[config.mk]
export PLATFORM = sky130hd
export DESIGN_NAME = dp_rr_sequencer
export DESIGN_NICKNAME = d
export VERILOG_FILES = /design/src/rtl/dp_seq_pkg.sv /design/src/rtl/dp_rr_arbiter.sv /design/src/rtl/dp_rr_sequencer.sv
export SDC_FILE = /design/constraint.sdc
export NUM_CORES = 1
export LEC_CHECK = 0
export CORE_MARGIN = 1.5
export CORE_UTILIZATION = 44
export CTS_BUF_LIST = sky130_fd_sc_hd__clkbuf_4
export DETAILED_ROUTE_END_ITERATION = 7
export MAX_ROUTING_LAYER = met4
export PLACE_DENSITY = 0.82
export SETUP_SLACK_MARGIN = 0.1
export SKIP_CTS_REPAIR_TIMING = 1
export SLEW_MARGIN = 20
export SYNTH_ARGS = -nofsm -noshare
export SYNTH_HDL_FRONTEND = slang
export SYNTH_SLANG_ARGS = --single-unit
[constraint.sdc]
create_clock -name clk -period 4.1 [get_ports clk]
set_clock_uncertainty 0.1 [all_clocks]
set_input_delay 0.82 -clock clk [delete_from_list [all_inputs] [get_ports clk]]
set_output_delay 0.82 -clock clk [all_outputs]
set_load 0.03 [all_outputs]
[src/rtl/dp_seq_pkg.sv]
// Shared constants, FSM state type and helpers for the round-robin datapath sequencer.
package dp_seq_pkg;

    localparam int DP_IN_W  = 4;
    localparam int DP_OUT_W = 38;
    localparam int STATS_W  = 16;

    typedef enum logic [1:0] {
        IDLE   = 2'd0,
        SETTLE = 2'd1,
        HOLD   = 2'd2
    } state_t;

    // Saturating increment used by the optional transaction counter.
    function automatic logic [STATS_W-1:0] sat_inc(input logic [STATS_W-1:0] value);
        return (value == {STATS_W{1'b1}}) ? value : value + 1'b1;
    endfunction

endpackage

[src/rtl/dp_rr_arbiter.sv]
// Combinational round-robin arbiter: the search starts at pointer+1 and wraps
// from NUM_REQ-1 back to 0, so the last winner gets lowest priority next time.
module dp_rr_arbiter #(
    parameter  int NUM_REQ = 4,
    localparam int ID_W    = $clog2(NUM_REQ)
) (
    input  logic [NUM_REQ-1:0] req,
    input  logic [ID_W-1:0]    pointer,
    output logic [NUM_REQ-1:0] grant,
    output logic [ID_W-1:0]    grant_idx
);

    // Requester index examined at search position gi (position 0 = pointer+1).
    logic [ID_W-1:0] cand_idx [NUM_REQ];

    // pointer and offset are both below NUM_REQ, so one conditional subtract wraps.
    function automatic logic [ID_W-1:0] wrap_idx(input logic [ID_W-1:0] p, input int off);
        int sum;
        sum = int'(p) + 1 + off;
        if (sum >= NUM_REQ) begin
            sum = sum - NUM_REQ;
        end
        return ID_W'(sum);
    endfunction

    generate
        for (genvar gi = 0; gi < NUM_REQ; gi++) begin : g_cand
            assign cand_idx[gi] = wrap_idx(pointer, gi);
        end
    endgenerate

    // First valid requester in search order wins.
    always_comb begin
        logic found;
        found     = 1'b0;
        grant     = '0;
        grant_idx = '0;
        for (int k = 0; k < NUM_REQ; k++) begin
            if (!found && req[cand_idx[k]]) begin
                found             = 1'b1;
                grant_idx         = cand_idx[k];
                grant[cand_idx[k]] = 1'b1;
            end
        end
    end

endmodule

[src/rtl/dp_rr_sequencer.sv]
// Round-robin sequencer sharing one external combinational datapath among
// NUM_REQ requesters: accept an operand, drive it from a register, wait DP_LAT
// cycles for the datapath to settle, then present the tagged result until taken.
// Optional feature macro: DP_SEQ_STATS_EN adds a saturating result counter (txn_count).
module dp_rr_sequencer
    import dp_seq_pkg::*;
#(
    parameter  int NUM_REQ = 4,
    parameter  int DP_LAT  = 1,
    localparam int ID_W    = $clog2(NUM_REQ)
) (
    input  logic                         clk,
    input  logic                         rst_n,
    input  logic [NUM_REQ-1:0]           req_valid,
    input  logic [NUM_REQ*DP_IN_W-1:0]   req_data,
    output logic [NUM_REQ-1:0]           req_ready,
    output logic [DP_IN_W-1:0]           dp_in,
    input  logic [DP_OUT_W-1:0]          dp_out,
    output logic                         res_valid,
    output logic [DP_OUT_W-1:0]          res_data,
    output logic [ID_W-1:0]              res_id,
    input  logic                         res_ready,
    output logic                         busy
`ifdef DP_SEQ_STATS_EN
    ,
    output logic [STATS_W-1:0]           txn_count
`endif
);

    // Counter only needs to hold DP_LAT-1; keep at least one bit.
    localparam int                CNT_W    = (DP_LAT > 1) ? $clog2(DP_LAT) : 1;
    localparam logic [CNT_W-1:0]  CNT_LOAD = CNT_W'(DP_LAT - 1);
    // Pointer starts on the last requester so requester 0 is searched first.
    localparam logic [ID_W-1:0]   PTR_RST  = ID_W'(NUM_REQ - 1);

    state_t                 state_reg;
    state_t                 state_next;
    logic [ID_W-1:0]        ptr_reg;
    logic [ID_W-1:0]        id_reg;
    logic [CNT_W-1:0]       cnt_reg;
    logic [DP_IN_W-1:0]     dp_in_reg;
    logic                   res_valid_reg;
    logic [DP_OUT_W-1:0]    res_data_reg;
    logic [ID_W-1:0]        res_id_reg;

    logic [NUM_REQ-1:0]     grant;
    logic [ID_W-1:0]        grant_idx;
    logic                   accept;
    logic                   capture;
    logic                   release_res;

    // Per-requester operand view of the packed request bus.
    logic [DP_IN_W-1:0]     req_operand [NUM_REQ];

    generate
        for (genvar gi = 0; gi < NUM_REQ; gi++) begin : g_operand
            assign req_operand[gi] = req_data[DP_IN_W*gi +: DP_IN_W];
        end
    endgenerate

    dp_rr_arbiter #(
        .NUM_REQ (NUM_REQ)
    ) u_arbiter (
        .req       (req_valid),
        .pointer   (ptr_reg),
        .grant     (grant),
        .grant_idx (grant_idx)
    );

    // Next-state logic and handshake strobes; grants are only offered in IDLE.
    always_comb begin
        state_next  = state_reg;
        req_ready   = '0;
        busy        = (state_reg != IDLE);
        accept      = 1'b0;
        capture     = 1'b0;
        release_res = 1'b0;
        case (state_reg)
            IDLE: begin
                req_ready = grant;
                if (|(req_valid & grant)) begin
                    accept     = 1'b1;
                    state_next = SETTLE;
                end
            end
            SETTLE: begin
                if (cnt_reg == '0) begin
                    capture    = 1'b1;
                    state_next = HOLD;
                end
            end
            HOLD: begin
                if (res_valid_reg && res_ready) begin
                    release_res = 1'b1;
                    state_next  = IDLE;
                end
            end
            default: begin
                state_next = IDLE;
            end
        endcase
    end

    // FSM state register.
    always_ff @(posedge clk or negedge rst_n) begin
        if (!rst_n) begin
            state_reg <= IDLE;
        end else begin
            state_reg <= state_next;
        end
    end

    // Latch the accepted operand, its owner and the new round-robin pointer.
    always_ff @(posedge clk or negedge rst_n) begin
        if (!rst_n) begin
            dp_in_reg <= '0;
            id_reg    <= '0;
            ptr_reg   <= PTR_RST;
        end else if (accept) begin
            dp_in_reg <= req_operand[grant_idx];
            id_reg    <= grant_idx;
            ptr_reg   <= grant_idx;
        end
    end

    // Settle counter: loaded on accept, counts down while the datapath settles.
    always_ff @(posedge clk or negedge rst_n) begin
        if (!rst_n) begin
            cnt_reg <= '0;
        end else if (accept) begin
            cnt_reg <= CNT_LOAD;
        end else if (state_reg == SETTLE && cnt_reg != '0) begin
            cnt_reg <= cnt_reg - 1'b1;
        end
    end

    // Result register: capture once settled, hold until the consumer takes it.
    always_ff @(posedge clk or negedge rst_n) begin
        if (!rst_n) begin
            res_valid_reg <= 1'b0;
            res_data_reg  <= '0;
            res_id_reg    <= '0;
        end else if (capture) begin
            res_valid_reg <= 1'b1;
            res_data_reg  <= dp_out;
            res_id_reg    <= id_reg;
        end else if (release_res) begin
            res_valid_reg <= 1'b0;
        end
    end

    assign dp_in     = dp_in_reg;
    assign res_valid = res_valid_reg;
    assign res_data  = res_data_reg;
    assign res_id    = res_id_reg;

`ifdef DP_SEQ_STATS_EN
    logic [STATS_W-1:0] txn_count_reg;

    // Count completed result handshakes, saturating at all-ones.
    always_ff @(posedge clk or negedge rst_n) begin
        if (!rst_n) begin
            txn_count_reg <= '0;
        end else if (release_res) begin
            txn_count_reg <= sat_inc(txn_count_reg);
        end
    end

    assign txn_count = txn_count_reg;
`endif

endmodule
After elaboration in Yosys (flattened, before gate mapping)
Cells that the tools add are included.
- input port bits: 61
- register bits after elaboration: 52
- logic and storage cells: 107
- $add $sub $neg: 9
- multiplexer cells: 49
- bitwise operators: 5
- equality and inequality tests: 5
- magnitude comparators: 13
- reductions and logical operators: 18
- operators with widths (operator ; number):
    >= comparator 32 x 4 -> 1 bit (second input constant) ; 3
    two-way mux 4 bit ; 7
    two-way mux 2 bit ; 11
    two-way mux 1 bit ; 21
    less-than comparator 2 x 3 -> 1 bit (second input constant) ; 4
    OR 4 bit ; 3
    logical AND 1 bit ; 9
    adder 3 x 2 -> 4 bit (second input constant) ; 2
    binary-select mux 1 bit (select 2 bit) ; 4
    binary-select mux 4 bit (select 2 bit) ; 1
    demux 1 bit (select 2 bit) ; 4
    >= comparator 2 x 1 -> 1 bit (second input constant) ; 4
    subtractor 2 x 1 -> 2 bit (second input constant) ; 4
    >= comparator 3 bit (second input constant) ; 2
    != test 2 bit (second input constant) ; 3
    case mux 2 bit (3 select lines) ; 1
    nonzero test 2 bit ; 3
    adder 3 x 1 -> 4 bit (second input constant) ; 1
    bitwise AND 4 bit ; 1
    OR reduction 4 bit ; 1
    adder 2 x 1 -> 3 bit (second input constant) ; 1
    zero test 1 bit ; 3
    NOT 2 -> 3 bit ; 1
    AND reduction 3 bit ; 1
    4 further kinds ; 4

Depth between registers and ports, before layout
Gate-level depths: netlist (run 1).
- word-level depth: 20
- mapped depth: 12
- depth with buffers taken out: 9

Modules after synthesis
Synthesis (run 1) repeated with hierarchy kept, for this count alone.
- cell total of the unflattened synthesis: 192
- area total of the unflattened synthesis: 2834.0 µm²
- by module, submodules not included (module ; seq. area each (µm²) ; cells each ; instances ; area each (µm²)):
    dp_rr_sequencer ; 1303.8 ; 133 ; 1 ; 2341.0
    dp_rr_arbiter ; 0.0 ; 59 ; 1 ; 493.0

Worst setup path after synthesis (run 1)
No wires, ideal clock.
- path type: register -> output
- from: register ptr_reg[0]
- to: output port req_ready[0]
- cell stages (with the launch flop): 10
- path slack: 0.289 ns
- data arrival time: 2.891 ns
- cell sequence: dfstp_2 > buf_6 > clkbuf_1 > inv_1 > ha_1 > or2_2 > or4b_4 > a21oi_4 > a221oi_1 > nor2_1
- cells in the longest elaborated chain, start to end: 16
- elaborated cells on any way between the ends: 61
- classes of those cells: 8 x add/sub; 12 x order compare; 28 x mux; 3 x bitwise; 10 x reduce/logical
- RTL lines (what ; line ; source):
    start, declared ; dp_rr_sequencer.sv:38 ; logic [ID_W-1:0] ptr_reg;
    start signal, assigned ; dp_rr_sequencer.sv:122 ; ptr_reg <= grant_idx;
    adder 2 x 1 -> 3 bit * ; dp_rr_arbiter.sv:19 ; sum = int'(p) + 1 + off;
    branches (longest 13 deep; another with >= comparator 32 x 4 -> 1 bit) ; - ;
    two-way mux 4 bit * ; dp_rr_arbiter.sv:39 ; if (!found && req[cand_idx[k]]) begin
    two-way mux 4 bit * ; dp_rr_sequencer.sv:78 ; case (state_reg)
    end, declared ; dp_rr_sequencer.sv:16 ; output logic [NUM_REQ-1:0] req_ready,
Mark *: on every way between the ends. The select of a mux whose other input is x is not followed.

Final worst setup path (run 1)
- from: register ptr_reg[0]
- to: output port req_ready[2]
Same word-level chain as after synthesis.

==> results of run 1 <==
-- cell usage in the layout, fill, tap and decap left out, types with 4 or more instances in the layout --
cell | netlist | final
mux2_2 | 47 | 47
o21ai_0 | 4 | 4
clkbuf_4 | 0 | 5
a221oi_1 | 5 | 5
nor2_1 | 11 | 10
ha_1 | 8 | 8
nand2_1 | 5 | 5
buf_4 | 0 | 11
dfrtp_1 | 50 | 50
inv_1 | 13 | 13
a21oi_1 | 5 | 5
clkdlybuf4s50_1 | 0 | 105
-- where the power goes --
group	switching [W]	internal [W]
combinational	0.00122	0.00106
sequential	0.000143	0.000779
clock	0.000165	0.0000666
-- stage by stage --
step / instance area, sq um / instances / hold WS, ns / total power [W] / worst slack [ns]
2_1_floorplan: 2670 / 208 / 0.352 / 0.00239 / 0.289
3_3_place_gp: 3860 / 389 / 0.378 / 0.00316 / 0.224
3_5_place_dp: 3860 / 389 / 0.381 / 0.00321 / 0.152
4_1_cts: 3920 / 397 / 0.420 / 0.00345 / 0.264
5_1_grt: 3940 / 398 / 0.444 / 0.00366 / 0.119
6_report: 3940 / 398 / 0.416 / 0.00344 / 0.291
-- metal layers --
metal / wire length, microns / track usage
met1: 2890 / 0.301
met2: 3150 / 0.323
met3: 555 / 0.0640
met4: 96 / 0.0776
met5: 0 / -
-- area by class of cell --
| cell class | count | area share |
|---|---|---|
| Sequential cell | 52 | 0.331 |
| Multi-Input combinational cell | 132 | 0.324 |
| Timing Repair Buffer | 118 | 0.296 |
| Tap cell | 75 | 0.0238 |
| Inverter | 13 | 0.0124 |
| Clock buffer | 5 | 0.00952 |
| Clock inverter | 3 | 0.00444 |
-- worst reg2reg max path, cell delays in order (launching register included) --
cell	delay (ns)
dfstp_2	0.57
buf_4	0.23
ha_1	0.26
nor2_1	0.06
buf_4	0.16
or4b_4	0.50
a21oi_4	0.23
nor2_1	0.10
o31ai_4	0.38
mux4_1	0.60
mux2_2	0.27
-- logic make-up (layout without fill, tap and decap cells) --
group,Yosys count,count (layout),share of synthesized area
buffers and inverters,24,139,0.0375
multiplexers,57,57,0.265
flip-flops,52,52,0.488
AO/OA/AOI/OAI,38,38,0.113
AND/OR/NAND/NOR,29,29,0.0585
adder cells (fa/ha/maj),8,8,0.0375
-- worst paths after layout --
kind / startpoint / end / slack, ns / depth (start not counted)
setup / recovery: ptr_reg[0]$_DFFE_PN1P_ / req_ready[2] / 0.29 / 9
hold / removal: id_reg[0]$_DFFE_PN0P_ / id_reg[0]$_DFFE_PN0P_ / 0.42 / 1
setup reg to reg: ptr_reg[0]$_DFFE_PN1P_ / dp_in[3]$_DFFE_PN0P_ / 0.56 / 10
hold reg to reg: id_reg[0]$_DFFE_PN0P_ / id_reg[0]$_DFFE_PN0P_ / 0.42 / 1
max in group asynchronous: rst_n / dp_in[2]$_DFFE_PN0P_ / 3.02 / 2
min in group asynchronous: rst_n / res_data[30]$_DFFE_PN0P_ / 0.43 / 2
==> metrics.csv, run 1 <==
stage,metric,value,unit
cts,CTS buffer count,5,
final_layout,Register Area,1300,sq um
timing,Fin. Hold Viols,0,
worst_setup_path,worst-path maximum fanout,10,
yosys,top_reg_cell synth,dfrtp_1,
placed_design,GP Congestion,0.844,
grt,overflow left after global routing,0,
final_layout,multi-input logic area,1280,sq um
yosys,count of cell types in the netlist,42,
drt,detailed-router iteration count before antenna repair,4,
timing,setup TNS,0,ns
timing,# setup viols final,0,
floorplan,die height,80.9,microns
drt,DR WL/cell,16.8,microns
cts,htree depth,2,
drt,initial drt markers,66,
yosys,synth cell count leaders,"dfrtp_1 (50), mux2_2 (47), inv_1 (13)",
yosys,post-synthesis async set-or-reset flop share,1.00,
yosys,synth warn,0,
floorplan,row cnt,28,
grt,first-pass GRT wire length,10700,microns
pwr,leakage power,1.63,nW
final_layout,antenna diode instance count,0,
final_layout,layout cells sized above 1,0.248,
placed_design,post-DP HPWL,5080,microns
status,status,"finished, final reports clean",
floorplan,CORE AREA,5890,sq um
yosys,area share of the largest cell type after synthesis,0.468,
worst_setup_path,Worst Setup End Kind,output pin,
cts,maximum buffer depth of the clock tree,2,
floorplan,number of I/O pins,111,
drt,Final ANT Viol Nets,0,
timing,RSZ-0062 raised after global routing,false,
timing,fmax,263,MHz
yosys,synthesized area,2670,sq um
worst_setup_path,most used cell along the critical path,buf_4,
worst_setup_path,"Largest delay share family, worst path",compound AO/OA/AOI/OAI gates,
worst_setup_path,Worst setup SP type,flop,
worst_setup_path,crit path kind,flop to output pin,
yosys,Mean Syn Cell Area,12.8,sq um
pwr,Worst VDD drop,0.000540,V
cts,CTS tree,yes,
final_layout,fillers,460,
worst_setup_path,slowest cell on the critical path,dfstp_2,
drt,final WL,6690,microns
yosys,register bit count reported by yosys,52,
final_layout,synthesis-to-finish area growth,47.6,%
yosys,Synth area leaders,"dfrtp_1 (47%), mux2_2 (20%), ha_1 (3.7%)",
placed_design,port bufs,110,
drt,vias post-DR,2126,
yosys,Syn Inst Count,208,
final_layout,final core utilization,0.670,
timing,Final Slew Violations,0,
hold_path,Hold Crit Class,flop to flop,
run,Max Cap Violations,0,
yosys,most frequent cell after synthesis,dfrtp_1,
yosys,nets in the synthesized netlist,277,
final_layout,NumNets Final,391,
yosys,Post-synth EDFFs,0,
final_layout,max reg flops,38,
worst_setup_path,Critical Path AT,2.89,ns
yosys,Synth area leader,dfrtp_1,
worst_setup_path,worst stage delay on the critical path,0.57,ns
cts,Clock Pin Slew Worst Setup and Hold Paths,0.14,ns
worst_setup_path,WP buf/inv,3,
cts,Sink Count,52,
timing,worst slew pin tran,0.659,ns
grt,initial antenna violation count,0,
pwr,PwrDens,872,nW/um^2
grt,number of global-route vias before repair,2144,
timing,Max-Slew Margin vs Limit,0.560,
timing,min Tclk post-route,3.81,ns
floorplan,Die W,80.9,microns
grt,largest net degree at the start of global routing,53,
floorplan,Initial Util,0.454,
cts,worst skew pair latency,0.37,ns
drt,Vias/cell,5.34,
drt,drt drc,0,
yosys,"Seq/Total Area, Yosys",0.488,
timing,period utilization,0.929,
cts,Root Buffer,clkbuf_4,
worst_setup_path,crit-path cells,"inv_1, buf_4, ha_1, mux4_2, a21oi_1, o22ai_1, a221oi_1, nor2_1, buf_4",
floorplan,DIE AREA,6550,sq um
grt,GR Util All Layers,0.223,
worst_setup_path,Worst Path Required,3.18,ns
(Power assumes the default switching activity.)
==> run 2: changes to the inputs <==
Clock period 4.1 ns to 4 ns, I/O delays scaled along.
==> run 2 against run 1 <==
Largest power group unchanged. Worst hold slack got worse by 0.051 ns. Critical path type is now primary input to output pin. Routed wire length rose by 4.6%. Sequential power rose by 2.9%. Utilization rose by 0.45 points. First-iteration DRC count rose by 41%. Largest cell class unchanged. Clock-buffer cell count rose by 1.
==> metrics.csv, run 2 (synthesis gave the netlist of run 1 again) <==
stage,metric,value,unit,change
worst_setup_path,slowest cell on the critical path,mux4_2,,was dfstp_2
final_layout,fillers,453,,was 460
cts,maximum buffer depth of the clock tree,2,,unchanged
worst_setup_path,Critical Path AT,2.90,ns,was 2.89 ns
cts,Sink Count,52,,unchanged
worst_setup_path,worst stage delay on the critical path,0.61,ns,was 0.57 ns
drt,vias post-DR,2124,,"was 2,126"
cts,CTS buffer count,5,,unchanged
pwr,Worst VDD drop,0.000503,V,was 0.000540 V
final_layout,Final Non-Filler Cells,398,,unchanged
final_layout,layout cells sized above 1,0.257,,was 0.248
pwr,Sw Share,0.439,,was 0.444
drt,final WL,7000,microns,was 6690 microns
worst_setup_path,most used cell along the critical path,buf_4,,unchanged
status,status,"finished, final reports clean",,unchanged
placed_design,dpl cells,389,,unchanged
worst_setup_path,worst-path maximum fanout,10,,unchanged
timing,Final Slew Violations,0,,unchanged
cts,htree depth,2,,unchanged
floorplan,Die W,80.9,microns,unchanged
floorplan,row cnt,28,,unchanged
final_layout,NumNets Final,391,,unchanged
cts,Clock Pin Slew Worst Setup and Hold Paths,0.15,ns,was 0.14 ns
final_layout,"commonest non-fill, non-tap cell in the layout",clkdlybuf4s50_1,,unchanged
final_layout,max reg flops,38,,unchanged
grt,overflow left after global routing,0,,unchanged
pwr,share of power burned in registers,0.264,,was 0.268
drt,DR WL/cell,17.6,microns,was 16.8 microns
timing,min Tclk post-route,3.80,ns,
hold_path,Hold Crit Class,primary input to asynchronous set/reset pin,,was flop to flop
floorplan,Initial Util,0.454,,unchanged
drt,drt drc,0,,unchanged
timing,Max-Slew Margin vs Limit,0.528,,was 0.560
placed_design,Place WS,0.0449,ns,was 0.152 ns
drt,Vias/cell,5.34,,about the same
pwr,Design Power,0.00360,W,was 0.00344 W
worst_setup_path,register-to-register setup slack,0.39,ns,was 0.56 ns
cts,worst skew pair latency,0.35,ns,was 0.37 ns
drt,initial drt markers,93,,was 66
final_layout,antenna diode instance count,0,,unchanged
grt,first-pass GRT wire length,10800,microns,"was 10,700 microns"
worst_setup_path,R2R Path End,dp_in[1]$_DFFE_PN0P_,,was dp_in[3]$_DFFE_PN0P_
floorplan,CORE AREA,5890,sq um,unchanged
final_layout,synthesis-to-finish area growth,48.5,%,was 47.6%
pwr,power share of the combinational group,0.653,,was 0.664
grt,largest net degree at the start of global routing,42,,was 53
timing,period utilization,0.949,,
floorplan,number of I/O pins,111,,unchanged
final_layout,most frequent cells in the layout,"clkdlybuf4s50_1 (105), dfrtp_1 (50), mux2_2 (47)",,unchanged
worst_setup_path,Worst Setup End Kind,output pin,,unchanged
floorplan,DIE AREA,6550,sq um,unchanged
timing,final worst slack,0.203,ns,was 0.291 ns
cts,Root Buffer,clkbuf_4,,unchanged
worst_setup_path,Worst Path Required,3.10,ns,was 3.18 ns
pwr,PwrDens,908,nW/um^2,was 872 nW/um^2
timing,worst slew pin tran,0.708,ns,was 0.659 ns
timing,setup TNS,0,ns,unchanged
worst_setup_path,WP buf/inv,3,,unchanged
grt,GR Util All Layers,0.224,,was 0.223
cts,CTS tree,yes,,unchanged
placed_design,post-DP HPWL,5190,microns,was 5080 microns
worst_setup_path,crit path kind,primary input to output pin,,was flop to output pin
worst_setup_path,crit-path cells,"clkdlybuf4s50_1, buf_4, mux4_2, a21oi_1, o22ai_1, a221oi_1, nor2_1, buf_4",,"was inv_1, buf_4, ha_1, mux4_2, a21oi_1, o22ai_1, a221oi_1, nor2_1, buf_4"
pwr,Pint,0.00202,W,was 0.00191 W
worst_setup_path,Worst R2R Path Depth,9,,was 10
worst_setup_path,"Largest delay share family, worst path",buffers and inverters,,was compound AO/OA/AOI/OAI gates
timing,RSZ-0062 raised after global routing,false,,unchanged
pwr,leakage power,1.64,nW,was 1.63 nW
floorplan,die height,80.9,microns,unchanged
timing,fmax,263,MHz,
placed_design,GP Congestion,0.920,,was 0.844
timing,Fin. Hold Viols,0,,unchanged
timing,# setup viols final,0,,unchanged
pwr,Clock power frac,0.083,,was 0.067
worst_setup_path,Worst setup SP type,primary input,,was flop
worst_setup_path,worst reg2reg startpoint,ptr_reg[0]$_DFFE_PN1P_,,unchanged
run,Max Cap Violations,0,,unchanged
drt,detailed-router iteration count before antenna repair,4,,unchanged
placed_design,port bufs,110,,unchanged
placed_design,area post-placement,3860,sq um,unchanged
grt,initial antenna violation count,0,,unchanged
final_layout,final instance area,3970,sq um,was 3940 sq um
grt,number of global-route vias before repair,2200,,"was 2,144"
drt,Final ANT Viol Nets,0,,unchanged
pwr,Sw Pwr,0.00158,W,was 0.00153 W
==> run 2: power groups by stage <==
stage	logic [W]	registers (W)	clock network (W)
6_report	0.00235	0.000950	0.000300
5_1_grt	0.00250	0.000983	0.000332
4_1_cts	0.00233	0.000949	0.000312
3_5_place_dp	0.00233	0.000959	0
3_3_place_gp	0.00229	0.000939	0
2_1_floorplan	0.00104	0.00141	0
==> run 2: area by class of cell <==
type	instances	area, sq um	area share
inverters	13	48.8	0.0123
well taps	75	93.8	0.0236
clock buffers	6	45.0	0.0113
clock inverters	2	35.0	0.00882
flip-flops and latches	52	1300	0.328
repair buffers	118	1160	0.292
multi-input cells	132	1280	0.324
==> run 2: layer usage <==
layer | vias to the layer above | part of all wire | track usage
met5 | - | 0 | -
met4 | 0 | 0.015 | 0.0828
met3 | 8 | 0.088 | 0.0730
met2 | 96 | 0.48 | 0.329
met1 | 1036 | 0.42 | 0.289
li1 | 984 | - | -
==> run 2: how the worst max path moves through the flow <==
stage / from / endpoint / slack, ns / cells after the start
after floorplan: ptr_reg[0]$_DFFE_PN1P_ / req_ready[0] / 0.21 / 9
after global placement: req_valid[2] / dp_in[3]$_DFFE_PN0P_ / 0.15 / 8
after detailed placement: req_valid[2] / dp_in[1]$_DFFE_PN0P_ / 0.04 / 8
after CTS: req_valid[3] / req_ready[1] / 0.24 / 8
after global routing: ptr_reg[0]$_DFFE_PN1P_ / req_ready[1] / 0.10 / 8
final: req_valid[2] / req_ready[1] / 0.20 / 8
==> run 2: per-stage QoR <==
stage                      util  hold WS (ns)
final                     0.675         0.365
after CTS                 0.670         0.370
after global placement    0.656         0.370
after detailed placement  0.656         0.378
after global routing      0.675         0.402
after floorplan               -         0.352
==> run 3: changes to the inputs <==
Settings changed: PLACE_DENSITY 0.82 to not set, PLACE_DENSITY_LB_ADDON set to 0.25.
==> run 3 against run 2 <==
Worst setup slack better by 0.049 ns. Critical endpoint is now req_ready[2]. Critical path depth stayed put. Cell area is 0.16% higher. Global-route usage is 2.3 points lower. Critical path type is now flop to output pin. Routed wire length is 12% lower. Worst hold slack worse by 0.044 ns. First-iteration DRC count is 16% higher. Die area stayed put.
==> metrics.csv, run 3 (synthesis gave the netlist of run 1 again) <==
stage,metric,value,unit,change
final_layout,antenna diode instance count,0,,unchanged
final_layout,final instance area,3980,sq um,was 3970 sq um
drt,initial drt markers,108,,was 93
final_layout,synthesis-to-finish area growth,48.8,%,was 48.5%
cts,Clock Pin Slew Worst Setup and Hold Paths,0.16,ns,was 0.15 ns
drt,final WL,6190,microns,was 7000 microns
timing,period utilization,0.937,,was 0.949
floorplan,Die W,80.9,microns,unchanged
grt,number of global-route vias before repair,2106,,"was 2,200"
placed_design,port bufs,110,,unchanged
worst_setup_path,worst stage delay on the critical path,0.60,ns,was 0.61 ns
cts,CTS tree,yes,,unchanged
worst_setup_path,slowest cell on the critical path,dfstp_2,,was mux4_2
status,status,"finished, final reports clean",,unchanged
drt,Final ANT Viol Nets,0,,unchanged
placed_design,GP Congestion,0.883,,was 0.920
worst_setup_path,crit path kind,flop to output pin,,was primary input to output pin
worst_setup_path,"Largest delay share family, worst path",flip-flops,,was buffers and inverters
final_layout,Register Area,1300,sq um,unchanged
drt,vias post-DR,2090,,"was 2,124"
placed_design,dpl cells,393,,was 389
final_layout,fillers,456,,was 453
final_layout,layout cells sized above 1,0.261,,was 0.257
floorplan,die height,80.9,microns,unchanged
cts,maximum buffer depth of the clock tree,2,,unchanged
grt,GR Util All Layers,0.201,,was 0.224
timing,Final Slew Violations,0,,unchanged
final_layout,multi-input logic area,1280,sq um,about the same
grt,first-pass GRT wire length,9750,microns,"was 10,800 microns"
worst_setup_path,Worst Path Required,3.10,ns,about the same
cts,Sink Count,52,,unchanged
timing,Max-Slew Margin vs Limit,0.564,,was 0.528
floorplan,number of I/O pins,111,,unchanged
worst_setup_path,Worst R2R Path Depth,9,,unchanged
pwr,share of power burned in registers,0.266,,was 0.264
cts,worst skew pair latency,0.35,ns,about the same
placed_design,area post-placement,3910,sq um,was 3860 sq um
floorplan,CORE AREA,5890,sq um,unchanged
final_layout,"commonest non-fill, non-tap cell in the layout",clkdlybuf4s50_1,,unchanged
worst_setup_path,R2R Path End,dp_in[0]$_DFFE_PN0P_,,was dp_in[1]$_DFFE_PN0P_
hold_path,Hold Crit Class,primary input to asynchronous set/reset pin,,unchanged
timing,min Tclk post-route,3.75,ns,was 3.80 ns
timing,RSZ-0062 raised after global routing,false,,unchanged
worst_setup_path,crit-path cells,"inv_1, ha_1, mux4_2, a21oi_1, o22ai_1, a221oi_1, nor2_1, buf_4",,"was clkdlybuf4s50_1, buf_4, mux4_2, a21oi_1, o22ai_1, a221oi_1, nor2_1, buf_4"
final_layout,most frequent cells in the layout,"clkdlybuf4s50_1 (105), dfrtp_1 (50), mux2_2 (47)",,unchanged
timing,fmax,267,MHz,was 263 MHz
pwr,power share of the combinational group,0.665,,was 0.653
floorplan,Initial Util,0.454,,unchanged
final_layout,max reg flops,38,,unchanged
grt,overflow left after global routing,0,,unchanged
pwr,Worst VDD drop,0.000526,V,was 0.000503 V
pwr,Sw Share,0.436,,was 0.439
worst_setup_path,WP buf/inv,2,,was 3
worst_setup_path,Worst setup SP type,flop,,was primary input
worst_setup_path,Worst Setup End Kind,output pin,,unchanged
floorplan,DIE AREA,6550,sq um,unchanged
timing,worst slew pin tran,0.652,ns,was 0.708 ns
pwr,PwrDens,889,nW/um^2,was 908 nW/um^2
cts,Root Buffer,clkbuf_4,,unchanged
timing,setup TNS,0,ns,unchanged
drt,detailed-router iteration count before antenna repair,4,,unchanged
drt,DR WL/cell,15.4,microns,was 17.6 microns
grt,initial antenna violation count,0,,unchanged
floorplan,row cnt,28,,unchanged
timing,hold slack,0.321,ns,was 0.365 ns
final_layout,Final Non-Filler Cells,401,,was 398
pwr,Pint,0.00199,W,was 0.00202 W
drt,drt drc,0,,unchanged
pwr,leakage power,1.64,nW,about the same
timing,# setup viols final,0,,unchanged
timing,Fin. Hold Viols,0,,unchanged
pwr,Design Power,0.00354,W,was 0.00360 W
placed_design,post-DP HPWL,4770,microns,was 5190 microns
pwr,Clock power frac,0.069,,was 0.083
drt,Vias/cell,5.21,,was 5.34
cts,htree depth,2,,unchanged
worst_setup_path,worst-path maximum fanout,10,,unchanged
pwr,Sw Pwr,0.00154,W,was 0.00158 W
worst_setup_path,Critical Path AT,2.85,ns,was 2.90 ns
worst_setup_path,worst reg2reg startpoint,ptr_reg[0]$_DFFE_PN1P_,,unchanged
cts,CTS buffer count,5,,unchanged
worst_setup_path,register-to-register setup slack,0.64,ns,was 0.39 ns
final_layout,NumNets Final,394,,was 391
run,Max Cap Violations,0,,unchanged
grt,largest net degree at the start of global routing,30,,was 42
run 3: stage by stage:
step	setup slack [ns]	util
after floorplan	0.209	-
after global placement	0.252	0.660
after detailed placement	0.196	0.665
after CTS	0.253	0.675
after global routing	0.114	0.676
final	0.253	0.676
run 3: final cells by class:
type                    instances  area share
clock buffers                   6      0.0113
clock inverters                 2     0.00346
inverters                      13      0.0123
multi-input cells             132       0.322
flip-flops and latches         52       0.328
well taps                      75      0.0236
repair buffers                121       0.300
run 3: layer usage:
metal	track usage	wire, microns
met5	-	0
met4	0.0534	69
met3	0.0640	444
met2	0.318	3120
met1	0.248	2550
run 3: how the worst max path moves through the flow:
stage / slack, ns / cells after the start / endpoint / from
2_1_floorplan: 0.21 / 9 / req_ready[0] / ptr_reg[0]$_DFFE_PN1P_
3_3_place_gp: 0.25 / 8 / dp_in[0]$_DFFE_PN0P_ / req_valid[2]
3_5_place_dp: 0.20 / 8 / dp_in[3]$_DFFE_PN0P_ / req_valid[2]
4_1_cts: 0.25 / 9 / req_ready[3] / ptr_reg[0]$_DFFE_PN1P_
5_1_grt: 0.11 / 9 / req_ready[0] / ptr_reg[0]$_DFFE_PN1P_
6_report: 0.25 / 8 / req_ready[2] / ptr_reg[1]$_DFFE_PN1P_
run 3: power groups by stage:
stage	Combinational [W]	Clock [W]	Sequential, W
after global routing	0.00251	0.000280	0.000972
after CTS	0.00237	0.000258	0.000942
after floorplan	0.00104	0	0.00141
final	0.00235	0.000245	0.000939
after global placement	0.00232	0	0.000934
after detailed placement	0.00236	0	0.000952
==> RTL edit: new RTL, flow settings as in run 2 <==
Change the package constant `DP_OUT_W` from 38 to 34.
--- a/src/rtl/dp_seq_pkg.sv
+++ b/src/rtl/dp_seq_pkg.sv
@@ -3,5 +3,5 @@
 
     localparam int DP_IN_W  = 4;
-    localparam int DP_OUT_W = 38;
+    localparam int DP_OUT_W = 34;
     localparam int STATS_W  = 16;
 
Ports: changed (resized dp_out and res_data); port bits go from 111 to 103. No check against the original RTL was run, so the function may have changed too.
==> RTL edit against run 2 <==
- synthesized area decreased by 4.9%
- design area fell by 4.9%
- sequential power decreased by 7.9%
- power down 3.5%
- sequential cell count is 4 lower
- routed wire length decreased by 6.4%
- global-route usage is 0.47 points lower
- critical endpoint is now req_ready[2]
- setup slack got worse by 0.025 ns
- first-iteration DRC count grew 17%
==> RTL edit: results (changes against run 2) <==
- Nets: 383 (-2.0%)
- Detail Route met2 WL: 3140 um (-5.9%)
- Post-synthesis sequential area ratio: 0.474 (-0.0142)
- CTS root buf: clkbuf_4
- Max FFs per register: 34 (-11%)
- Top post-synthesis cells by count: dfrtp_1, mux2_2, mux2i_1
- IO Port Bufs: 102 (-7.3%)
- Total track usage: 0.219 (-0.00467)
- Largest net degree at the start of global routing: 49 (+17%)
- First-pass GRT wire length: 10300 um (-4.2%)
- WL/cell: 16.8 um (-4.7%)
- HP Class: in2async
- Area contributors post-synth: dfrtp_1, mux2_2, mux2i_1
- Number of H-tree levels: 2 (unchanged)
- CTS Buffer Depth: 2 (unchanged)
- Layout cells sized above 1: 0.263 (+0.00636)
- Fillers: 426 (-6.0%)
- Met3 wire len: 514 um (-17%)
- Worst IR Drop VDD: 0.590 mV (+17%)
- Leakage power figure: 1.59 nW (-2.8%)
- DPL Wire Length: 4900 um (-5.6%)
- Worst Tran Pin Value: 0.999 ns (+0.291 ns)
- Status: finished clean
- Mapped Nets: 272 (-1.8%)
- Critical Path Fanout Max: 9 (-1)
- GP Congestion: 0.983 (+6.8%)
- Sw power: 1.57 mW (-0.91%)
- Pre-Repair DR Iteration Count: 6 (+2)
- Asr flop ratio synth: 1.00 (unchanged)
- WL met1: 2760 um (-6.3%)
- Clk Latency, worst-skew pair: 0.36 ns
- Vias in the first global route: 2218 (+0.82%)
- Synth Warn #: 0 (unchanged)
- Cell variety after synth: 49 (+17%)
- Initial antenna violation count: 0 (unchanged)
- DR top layer: met4
- Vias: 2118 (-0.28%)
- Iter 0 DRT Violations: 109 (+17%)
- Clock transition at the registers of the reported paths: 0.15 ns (about the same)
- Total CTS buffers: 5 (unchanged)
- Area of placed instances: 0.00368 mm^2 (-4.6%)
- CP arrival: 2.92 ns (+0.02 ns)
- N_diodes: 0 (unchanged)
RTL edit: cell types whose count changed in the layout (fill, tap and decap cells not counted), moves of 4 or more:
cell,change
mux2i_1,+15
clkdlybuf4s50_1,-8
buf_4,+6
mux2_2,-5
dfrtp_1,-4
RTL edit: path summary, 6_finish.rpt:
| kind | from | to | slack (ns) | cells after the start |
|---|---|---|---|---|
| worst max-delay path | req_valid[2] | req_ready[2] | 0.18 | 7 |
| worst min-delay path | rst_n | res_data[25] | 0.32 | 1 |
| min in group clk | res_data[10] | res_data[10] | 0.42 | 1 |
| worst max register to register | ptr_reg[1] | dp_in[2] | 0.56 | 10 |
| worst min register to register | res_data[10] | res_data[10] | 0.42 | 1 |
| max in group asynchronous | rst_n | res_data[23] | 3.07 | 1 |
RTL edit: critical path, stage by stage:
cell and delay [ns]:
clkdlybuf4s50_1 0.58, mux2_4 0.40, nor4_2 0.33, o21a_2 0.25, nand2_1 0.07, a21oi_1 0.27, buf_4 0.22
RTL edit: final cells by class:
class,count,area share
clock buffers,5,0.00994
multi-input cells,139,0.342
repair buffers,114,0.291
flip-flops and latches,48,0.319
clock inverters,3,0.00464
inverters,10,0.00994
well taps,72,0.0239
RTL edit: power groups by stage:
stage | Clock, mW | Sequential [mW] | Combinational [mW]
6_report | 0.227 | 0.875 | 2.38
5_1_grt | 0.253 | 0.907 | 2.52
4_1_cts | 0.236 | 0.875 | 2.35
3_5_place_dp | 0 | 0.884 | 2.34
3_3_place_gp | 0 | 0.866 | 2.31
2_1_floorplan | 0 | 1.30 | 1.06
RTL edit: logic make-up after synthesis:
logic type                 Yosys count  synth area share
muxes                               64             0.280
DFF                                 48             0.474
AOI/OAI and AO/OA                   36             0.104
and+or+nand+nor                     31            0.0670
buffers and inverters               20            0.0354
adders and majority gates            8            0.0394
RTL edit: metal layers:
layer	global-route usage	vias up
met2	0.350	92
met3	0.0598	18
met4	0.0719	0
met5	-	-
li1	-	980
met1	0.271	1028
RTL edit: through the flow:
step	instances	utilization	hold slack (ns)	worst slack [ns]
detailed placement	382	0.665	0.395	0.0769
global placement	382	0.665	0.388	0.109
global route	391	0.682	0.351	0.0829
CTS	390	0.675	0.427	0.129
finish	391	0.682	0.319	0.178
floorplan	207	-	0.372	0.185
